<file path="src/rtl/pp_error_monitor.sv">
// pp_error_monitor
//   Consumer end of the partial-product reduction tree of the configurable
//   approximate multiplier. Each accepted sample carries the two reduced rows
//   (pp1 = sum row, pp2 = carry row of weight 2) and the original operands.
//   The block forms approx = pp1 + (pp2 << 1) and exact = op_a * op_b, and
//   accumulates error statistics over a programmed number of samples.
//
// Optional feature: define PP_ERR_SQUARED_EN to add the sum_sq_err output
//   (saturating sum of squared absolute errors).
//
// Ports
//   clk, rst_n          clock, asynchronous active-low reset
//   start               one-cycle pulse: latch num_samples, clear stats, run
//   num_samples         samples per run (sampled only on an accepted start)
//   in_valid/in_ready   sample handshake (see below)
//   pp1, pp2            reduced rows, P = 2*Bitwidth bits
//   op_a, op_b          unsigned operands that produced pp1/pp2
//   prod_valid, prod    approximate product, one cycle per accepted sample
//   err_count           samples with approx != exact (wraps)
//   sum_abs_err         saturating sum of |approx - exact|
//   max_abs_err         largest |approx - exact| of the run
//   sum_sq_err          (PP_ERR_SQUARED_EN only) saturating sum of d*d
//   busy, done          busy in RUN/DRAIN, done in DONE
//   o_dbg_state         current FSM state encoding
//
// Handshake: a sample transfers on a rising edge where in_valid && in_ready.
//   in_ready is a function of state only (never of in_valid). While
//   in_valid=1 and in_ready=0 the sender keeps pp1/pp2/op_a/op_b stable.
//
// Timing: accepted at edge t -> prod at t+1 -> statistics at t+2.
module pp_error_monitor #(
  parameter int Bitwidth = 8,
  parameter int CNT_W    = 16,
  parameter int ACC_W    = 32
) (
  input  logic                  clk,
  input  logic                  rst_n,
  input  logic                  start,
  input  logic [CNT_W-1:0]      num_samples,
  input  logic                  in_valid,
  output logic                  in_ready,
  input  logic [2*Bitwidth-1:0] pp1,
  input  logic [2*Bitwidth-1:0] pp2,
  input  logic [Bitwidth-1:0]   op_a,
  input  logic [Bitwidth-1:0]   op_b,
  output logic                  prod_valid,
  output logic [2*Bitwidth-1:0] prod,
  output logic [CNT_W-1:0]      err_count,
  output logic [ACC_W-1:0]      sum_abs_err,
  output logic [2*Bitwidth-1:0] max_abs_err,
`ifdef PP_ERR_SQUARED_EN
  output logic [2*ACC_W-1:0]    sum_sq_err,
`endif
  output logic                  busy,
  output logic                  done,
  output logic [1:0]            o_dbg_state
);

  localparam int P = 2 * Bitwidth;

  typedef enum logic [1:0] {
    ST_IDLE  = 2'd0,
    ST_RUN   = 2'd1,
    ST_DRAIN = 2'd2,
    ST_DONE  = 2'd3
  } state_t;

  state_t             r_state;
  logic               r_busy;
  logic               r_done;
  logic [CNT_W-1:0]   r_num;
  logic [CNT_W-1:0]   r_accepted;

  logic               r_s1_valid;
  logic [P-1:0]       r_approx;
  logic [P-1:0]       r_exact;

  logic [CNT_W-1:0]   r_err_count;
  logic [ACC_W-1:0]   r_sum_abs;
  logic [P-1:0]       r_max_abs;

  logic               w_accept;
  logic               w_start_ok;
  logic [P-1:0]       w_approx;
  logic [P-1:0]       w_exact;
  logic [P-1:0]       w_diff;
  logic [ACC_W:0]     w_sum_ext;

  // ---------------------------------------------------------------------------
  // Handshake and stage-1 arithmetic
  // ---------------------------------------------------------------------------
  assign in_ready   = (r_state == ST_RUN) && (r_accepted < r_num);
  assign w_accept   = in_valid && in_ready;
  // A start is honoured only when no run is active.
  assign w_start_ok = start && ((r_state == ST_IDLE) || (r_state == ST_DONE));

  // Both products are taken mod 2^P by the P-bit result width.
  assign w_approx = pp1 + (pp2 << 1);
  assign w_exact  = P'(op_a) * P'(op_b);

  always_ff @(posedge clk or negedge rst_n) begin
    if (!rst_n) begin
      r_s1_valid <= 1'b0;
      r_approx   <= '0;
      r_exact    <= '0;
    end else begin
      r_s1_valid <= w_accept;
      if (w_accept) begin
        r_approx <= w_approx;
        r_exact  <= w_exact;
      end
    end
  end

  // ---------------------------------------------------------------------------
  // Stage 2: error statistics
  // ---------------------------------------------------------------------------
  assign w_diff    = (r_approx >= r_exact) ? (r_approx - r_exact)
                                           : (r_exact - r_approx);
  // One extra bit catches the carry used for saturation.
  assign w_sum_ext = {1'b0, r_sum_abs} + (ACC_W+1)'(w_diff);

`ifdef PP_ERR_SQUARED_EN
  logic [2*ACC_W-1:0] r_sum_sq;
  logic [2*P-1:0]     w_dsq;
  logic [2*ACC_W:0]   w_sq_ext;

  assign w_dsq    = (2*P)'(w_diff) * (2*P)'(w_diff);
  assign w_sq_ext = {1'b0, r_sum_sq} + (2*ACC_W+1)'(w_dsq);

  always_ff @(posedge clk or negedge rst_n) begin
    if (!rst_n) begin
      r_sum_sq <= '0;
    end else if (w_start_ok) begin
      r_sum_sq <= '0;
    end else if (r_s1_valid) begin
      r_sum_sq <= w_sq_ext[2*ACC_W] ? '1 : w_sq_ext[2*ACC_W-1:0];
    end
  end

  assign sum_sq_err = r_sum_sq;
`endif

  // Start only happens in IDLE/DONE, where stage 1 is always empty, so the
  // clear never races with a pending update.
  always_ff @(posedge clk or negedge rst_n) begin
    if (!rst_n) begin
      r_err_count <= '0;
      r_sum_abs   <= '0;
      r_max_abs   <= '0;
    end else if (w_start_ok) begin
      r_err_count <= '0;
      r_sum_abs   <= '0;
      r_max_abs   <= '0;
    end else if (r_s1_valid) begin
      if (w_diff != '0) begin
        r_err_count <= r_err_count + CNT_W'(1);
      end
      r_sum_abs <= w_sum_ext[ACC_W] ? '1 : w_sum_ext[ACC_W-1:0];
      if (w_diff > r_max_abs) begin
        r_max_abs <= w_diff;
      end
    end
  end

  // ---------------------------------------------------------------------------
  // Run control FSM (busy/done registered alongside the state)
  // ---------------------------------------------------------------------------
  always_ff @(posedge clk or negedge rst_n) begin
    if (!rst_n) begin
      r_state    <= ST_IDLE;
      r_busy     <= 1'b0;
      r_done     <= 1'b0;
      r_num      <= '0;
      r_accepted <= '0;
    end else begin
      case (r_state)
        ST_IDLE, ST_DONE: begin
          if (start) begin
            r_state    <= ST_RUN;
            r_busy     <= 1'b1;
            r_done     <= 1'b0;
            r_num      <= num_samples;
            r_accepted <= '0;
          end
        end
        ST_RUN: begin
          // Limit reached (also covers num_samples == 0 on the first cycle).
          if (r_accepted == r_num) begin
            r_state <= ST_DRAIN;
          end else if (w_accept) begin
            r_accepted <= r_accepted + CNT_W'(1);
          end
        end
        ST_DRAIN: begin
          // Stage 2 writes the statistics on the same edge that stage 1
          // empties, so an empty stage 1 means the stats are final.
          if (!r_s1_valid) begin
            r_state <= ST_DONE;
            r_busy  <= 1'b0;
            r_done  <= 1'b1;
          end
        end
        default: begin
          r_state <= ST_IDLE;
          r_busy  <= 1'b0;
          r_done  <= 1'b0;
        end
      endcase
    end
  end

  assign prod_valid  = r_s1_valid;
  assign prod        = r_approx;
  assign err_count   = r_err_count;
  assign sum_abs_err = r_sum_abs;
  assign max_abs_err = r_max_abs;
  assign busy        = r_busy;
  assign done        = r_done;
  assign o_dbg_state = r_state;

endmodule

</file>
<file path="config.mk">
export PLATFORM = sky130hd
export DESIGN_NAME = pp_error_monitor
export DESIGN_NICKNAME = d
export VERILOG_FILES = /design/src/rtl/pp_error_monitor.sv
export SDC_FILE = /design/constraint.sdc
export NUM_CORES = 1
export LEC_CHECK = 0
export CAP_MARGIN = 20
export CORE_ASPECT_RATIO = 1.5
export CORE_MARGIN = 1
export CORE_UTILIZATION = 46
export CTS_CLUSTER_DIAMETER = 40
export CTS_CLUSTER_SIZE = 12
export DETAILED_ROUTE_END_ITERATION = 6
export PLACE_DENSITY_LB_ADDON = 0.08
export SLEW_MARGIN = 10
export SYNTH_ARGS = -nofsm -noshare
export SYNTH_HDL_FRONTEND = slang
export SYNTH_SLANG_ARGS = --single-unit
</file>
<file path="constraint.sdc">
create_clock -name clk -period 11.9 [get_ports clk]
set_input_delay 2.38 -clock clk [delete_from_list [all_inputs] [get_ports clk]]
set_output_delay 2.38 -clock clk [all_outputs]
set_load 0.05 [all_outputs]
</file>
==> impl_results.md, run 1 <==
* # diodes at 0
* Initial drt markers at 497
* Most frequent cells in the layout: inv_1, clkdlybuf4s50_1, nand2_1, ha_1, dfrtp_1
* Hpwl dp at 22700 um
* Critical path's slowest cell: clkdlybuf4s50_1
* Top Family by Delay on Critical Path: adder cells
* Flops & latches, synth at 133
* Skew-Pair Late Insertion Delay at 0.43 ns
* Post-synth EDFFs at 0
* Fmax at 146 MHz
* Vias in the first global route at 9942
* Post-Syn Area per Cell at 8.51 sq um
* Seq/Total Area, Yosys at 28.0%
* R2R Setup Slk at 5.51 ns
* TritonCTS clock tree: done
* CTS Hold Bufs at 0
* Post-cts gate resize count at 0
* TritonRoute pass-1 iters at 5
* Setup violations, final at 0
* Initial antenna violation count at 0
* Final Max Slew Viols at 0
* Post-synthesis mux area share at 1.19%
* Critical Path RT at 12.20 ns
* Prevailing post-synth register cell: dfrtp_1
* Final wirelength at 29500 um
* Vias/cell at 5.59
* Post-Synth Simple-Gate Area at 19.3%
* Status: completed
* Detail Route Antenna Nets at 0
* CP arrival at 7.17 ns
* Critical path's largest stage delay at 0.63 ns
* Min-delay worst type: register to register
* Area share of fa/ha/maj cells after synthesis at 20.8%
* WS Path Type: input port to register
* CP Buf/Inv Count at 2
* Post-synthesis compound-gate area fraction at 19.7%
* Routed length per instance at 15.8 um
* Top Ports at 154
* Slew Limit Headroom at 31.0%
* Initial Util at 47.1%
* Critical path launch point type: input port
* Port Buffers at 152
* Worst-Margin Slew at 1.03 ns
* DIE HEIGHT at 199 um
* Critical path endpoint category: register
* Nets at 1767
* Minimum clock period after layout at 6.87 ns
* Total CTS buffers at 17
* Core box area at 25200 sq um
* Via count at 10400
* Crit Path Max Fanout at 8
* Htree depth at 4
* # DRC at 0
* Mapped Area at 11900 sq um
* Die area at 26500 sq um
* Total GRT Usage at 22.6%
* Cells after Synth at 1397
* Ys async rst share at 100%
* Post-CTS Setup Inserts at 0
* Grt ovf at 0
* Post-synth cell types at 77
* TritonCTS Sinks at 133
* Max-Cap Viols at 0
* Final Cycle Share at 57.7%
* Die X at 133 um
* RSZ-0062 raised after global routing: no
* Worst-path clk slew at 0.06 ns
* Clock Path Buffers at 2
* Main combinational cell family by area after synthesis: adder cells
* First-pass GRT wire length at 48100 um
* Layout cells sized above 1 at 4.62%
* Root buffer cell: clkbuf_16
* Gpl congestion at 0.886
* Rows at 71
* Pin count of the biggest net entering global routing at 74
* Setup_tns at 0 ns
* Xor/xnor share of the synthesized area at 4.12%
* Synth warn at 0
* Area of the multi-input gates at 7760 sq um
* Synth-to-layout area growth at 19.9%
* Post-synthesis net count at 1639
* Final Skew at 0.00834 ns
* Endpoints failing hold at 0
* FF+latch area at 3330 sq um
* # fillers at 2437
* Critical path cell sequence: clkdlybuf4s50_1 > nand2_1 > fa_1 > fa_1 > fa_1 > fa_1 > inv_1 > ha_1 > o21ai_0 > a21boi_0 > o21ai_0 > a21boi_0 > o21ai_0 > a21oi_1 > o41ai_1 > xnor2_1 > o21ai_0
[metal layers]
layer	GRT usage, %	routed length (um)	vias up
met5	0	0	-
met4	7.49	613	0
met3	3.13	984	40
met2	41.2	15200	210
met1	27.2	12700	5017
li1	-	-	5163
[synthesized netlist by cell type, types with 13 or more instances]
library cell,n,share of area [%]
xor2_1,15,1.1
xnor2_1,41,3.0
o21ai_0,98,4.1
nor2b_1,13,0.68
a31oi_1,45,2.4
dfrtp_1,133,28
and3_1,33,1.7
inv_1,151,4.8
ha_1,134,14
nand2_1,149,4.7
a21o_1,31,2.0
and2_1,46,2.4
a211oi_1,21,1.3
a21oi_1,61,2.6
nor2_1,78,2.5
mux2i_1,13,1.1
nand4_1,21,1.1
fa_1,40,6.7
nor3_1,31,1.3
clkbuf_1,40,1.3
nand3_1,31,1.3
[through the flow]
step	setup slack (ns)	utilization [%]	hold WS, ns	cell area (sq um)	cells
2_1_floorplan	5.56	-	0.450	11900	1397
3_3_place_gp	4.58	54.2	0.479	13700	1834
3_5_place_dp	4.57	54.2	0.486	13700	1834
4_1_cts	5.00	56.5	0.499	14300	1865
5_1_grt	4.64	56.5	0.524	14300	1865
6_report	5.03	56.5	0.494	14300	1865
[state kept, by name, indices dropped and copies added, names as in the netlist]
name	cells
busy	1
done	1
err_count	16
max_abs_err	16
o_dbg_state	2
prod	16
prod_valid	1
r_accepted	16
r_exact	16
r_num	16
sum_abs_err	32
[layout make-up]
type                    count  share of cell area [%]
repair buffers            163                    11.3
inverters                 152                    4.00
multi-input cells        1058                    54.4
flip-flops and latches    133                    23.3
well taps                 328                    2.88
clock inverters            12                   0.913
clock buffers              19                    3.18
[final timing paths]
check                               from  cells after the start         endpoint
worst max-delay path             op_b[4]                     17      r_exact[15]
worst min-delay path            r_num[0]                      2         r_num[0]
worst max register to register  prod[13]                     19  sum_abs_err[25]
worst min register to register  r_num[0]                      2         r_num[0]
max in group asynchronous          rst_n                      2   o_dbg_state[1]
min in group asynchronous          rst_n                      1    err_count[14]
[cell families after synthesis]
family | after synthesis
adder cells (fa/ha/maj) | 174
AO/OA/AOI/OAI | 358
XOR/XNOR | 56
flip-flops | 133
multiplexers | 14
buffers and inverters | 206
AND/OR/NAND/NOR | 456
[worst min-delay path, stage by stage, from the launching register on]
cell     delay (ns)
dfrtp_1        0.35
nand2_1        0.05
nand2_1        0.06
Power of run 1 is not shown: default switching activity piles up to over one toggle a cycle in this logic, so the estimate is an artifact.
==> run 2: changes to the inputs <==
- clock period: 11.9 -> 5.62 ns (I/O delays scaled with it)
==> impl_results.md, run 2 (synthesis gave the netlist of run 1 again) <==
* Status: completed
* Min-delay worst type: register to register
* Clock Path Buffers at 2 (unchanged)
* Grt ovf at 0 (unchanged)
* Met2 wire len at 15700 um (+3.5%)
* Root buffer cell: clkbuf_16
* Vias in the first global route at 10200 (+2.2%)
* Routed length per instance at 15.7 um (-0.59%)
* Setup violations, final at 0 (unchanged)
* Post-CTS Setup Inserts at 0 (unchanged)
* Slew Limit Headroom at 29.4% (-1.6 points)
* Detail Route Antenna Nets at 0 (unchanged)
* Initial Util at 47.1% (unchanged)
* Die X at 133 um (unchanged)
* WS Path Type: input port to register
* CP arrival at 5.71 ns (-1.46 ns)
* Initial antenna violation count at 1 (+1)
* Final Cycle Share at 96.3%
* DR WL met3 at 988 um (+0.41%)
* Port Buffers at 152 (unchanged)
* Total CTS buffers at 17 (unchanged)
* Final wirelength at 30100 um (+2.2%)
* CP most frequent cell: fa_1
* Critical Path RT at 5.92 ns (-6.28 ns)
* Top Ports at 154 (unchanged)
* Endpoints failing hold at 0 (unchanged)
* # fillers at 2345 (-3.8%)
* TritonRoute pass-1 iters at 5 (unchanged)
* Max-Cap Viols at 0 (unchanged)
* Dpl ws at -0.266 ns (-4.84 ns)
* Critical path's largest stage delay at 0.58 ns (-0.05 ns)
* DR top layer: met4
* Fmax at 185 MHz
* TritonCTS Sinks at 133 (unchanged)
* TritonCTS clock tree: done
* Pin count of the biggest net entering global routing at 89 (+20%)
* Vias/cell at 5.55 (-0.77%)
* Layout cells sized above 1 at 7.87% (+3.2 points)
* Area after DPL at 14100 sq um (+2.8%)
* Most frequent cells in the layout: inv_1, clkdlybuf4s50_1, nand2_1, ha_1, dfrtp_1
* Placed Cells incl. Taps at 1885 (+2.8%)
* Via count at 10600 (+2.1%)
* Synth-to-layout area growth at 23.2%
* First-pass GRT wire length at 49200 um (+2.3%)
* FF+latch area at 3330 sq um (unchanged)
* Area of the multi-input gates at 7780 sq um (+0.29%)
* Core box area at 25200 sq um (unchanged)
* Crit Path Max Fanout at 5 (-3)
* Total GRT Usage at 23.2% (+0.58 points)
* Hpwl dp at 23400 um (+3.1%)
* Htree depth at 4 (unchanged)
* Critical path launch point type: input port
* # DRC at 0 (unchanged)
* Final Worst Setup Slack at 0.208 ns (-4.82 ns)
* Minimum clock period after layout at 5.41 ns
* Worst-path clk slew at 0.06 ns (about the same)
* Die area at 26500 sq um (unchanged)
* Final Max Slew Viols at 0 (unchanged)
* Post-Route M1 WL at 12800 um (+0.70%)
* Non-Filler Instances at 1918 (+2.8%)
* Final Skew at 0.00910 ns (+0.000756 ns)
* Max reg flops at 32 (unchanged)
* Post-route cell area at 14700 sq um (+2.8%)
* Rows at 71 (unchanged)
* Skew-Pair Late Insertion Delay at 0.43 ns (about the same)
* Critical path's slowest cell: clkdlybuf4s50_1
* DIE HEIGHT at 199 um (unchanged)
* Initial drt markers at 537 (+8.0%)
* Critical path cell sequence: clkdlybuf4s50_1 > nand2_1 > fa_1 > fa_1 > fa_1 > fa_1 > inv_1 > ha_1 > buf_4 > inv_1 > o21ai_0 > a21oi_1 > nand2b_1 > a21boi_0 > o31a_1 > o41ai_2 > xor2_1 > o21ai_0
* Worst-Margin Slew at 1.05 ns (+0.0205 ns)
* Nets at 1818 (+2.9%)
* Critical path endpoint category: register
* Most common cell after layout, fill and taps aside: inv_1
* Gpl congestion at 0.844 (-4.8%)
==> run 2: cell count changes in the layout (fill, tap and decap cells not counted), moves of 2 or more <==
| cell | previous run | this run |
|---|---|---|
| inv_6 | 1 | 6 |
| o41ai_1 | 11 | 9 |
| clkinv_4 | 1 | 3 |
| clkinv_2 | 3 | 1 |
| clkbuf_8 | 2 | 0 |
| buf_4 | 11 | 62 |
| o41ai_2 | 1 | 3 |
==> run 2: area by class of cell <==
type	count	area share, %
flip-flops and latches	133	22.7
multi-input cells	1058	53.1
clock buffers	17	2.90
diodes	1	0.0171
repair buffers	214	13.6
inverters	152	3.89
clock inverters	15	0.982
well taps	328	2.80
==> run 2: critical path: cells and delay by family <==
family	cells	cell delay, ns
xor+xnor	1	0.23
fa+ha+maj	5	2.30
buf+inv	4	0.80
simple gates	2	0.24
compound gates	6	1.02
==> run 2: per-stage QoR <==
step	util (%)	hold slack [ns]	TNS, ns
2_1_floorplan	-	0.450	0
3_3_place_gp	55.7	0.478	-0.762
3_5_place_dp	55.7	0.475	-0.870
4_1_cts	58.0	0.491	0
5_1_grt	58.1	0.531	-0.0537
6_report	58.1	0.487	0
==> run 2: path summary, 6_finish.rpt <==
| path | to | slack, ns | cells after the start | startpoint |
|---|---|---|---|---|
| worst max-delay path | r_exact[14] | 0.21 | 18 | op_a[1] |
| max in group asynchronous | r_exact[9] | 3.76 | 2 | rst_n |
| worst max register to register | sum_abs_err[26] | 0.35 | 22 | prod[6] |
| worst min-delay path | r_num[0] | 0.49 | 2 | r_num[0] |
| worst min register to register | r_num[0] | 0.49 | 2 | r_num[0] |
| min in group asynchronous | err_count[13] | 0.73 | 1 | rst_n |
==> run 2: timing repair <==
| action | CTS | global route |
|---|---|---|
| endpoints found under the setup margin | 0 | 19 |
| gates resized for setup | 0 | 6 |
| hold buffers | 0 | 0 |
==> run 2: routing by layer <==
layer	vias up	GRT usage [%]
li1	5261	-
met1	5119	27.7
met2	221	41.9
met3	43	3.41
met4	0	8.63
met5	-	0
Power of run 2 is left out for the same reason.
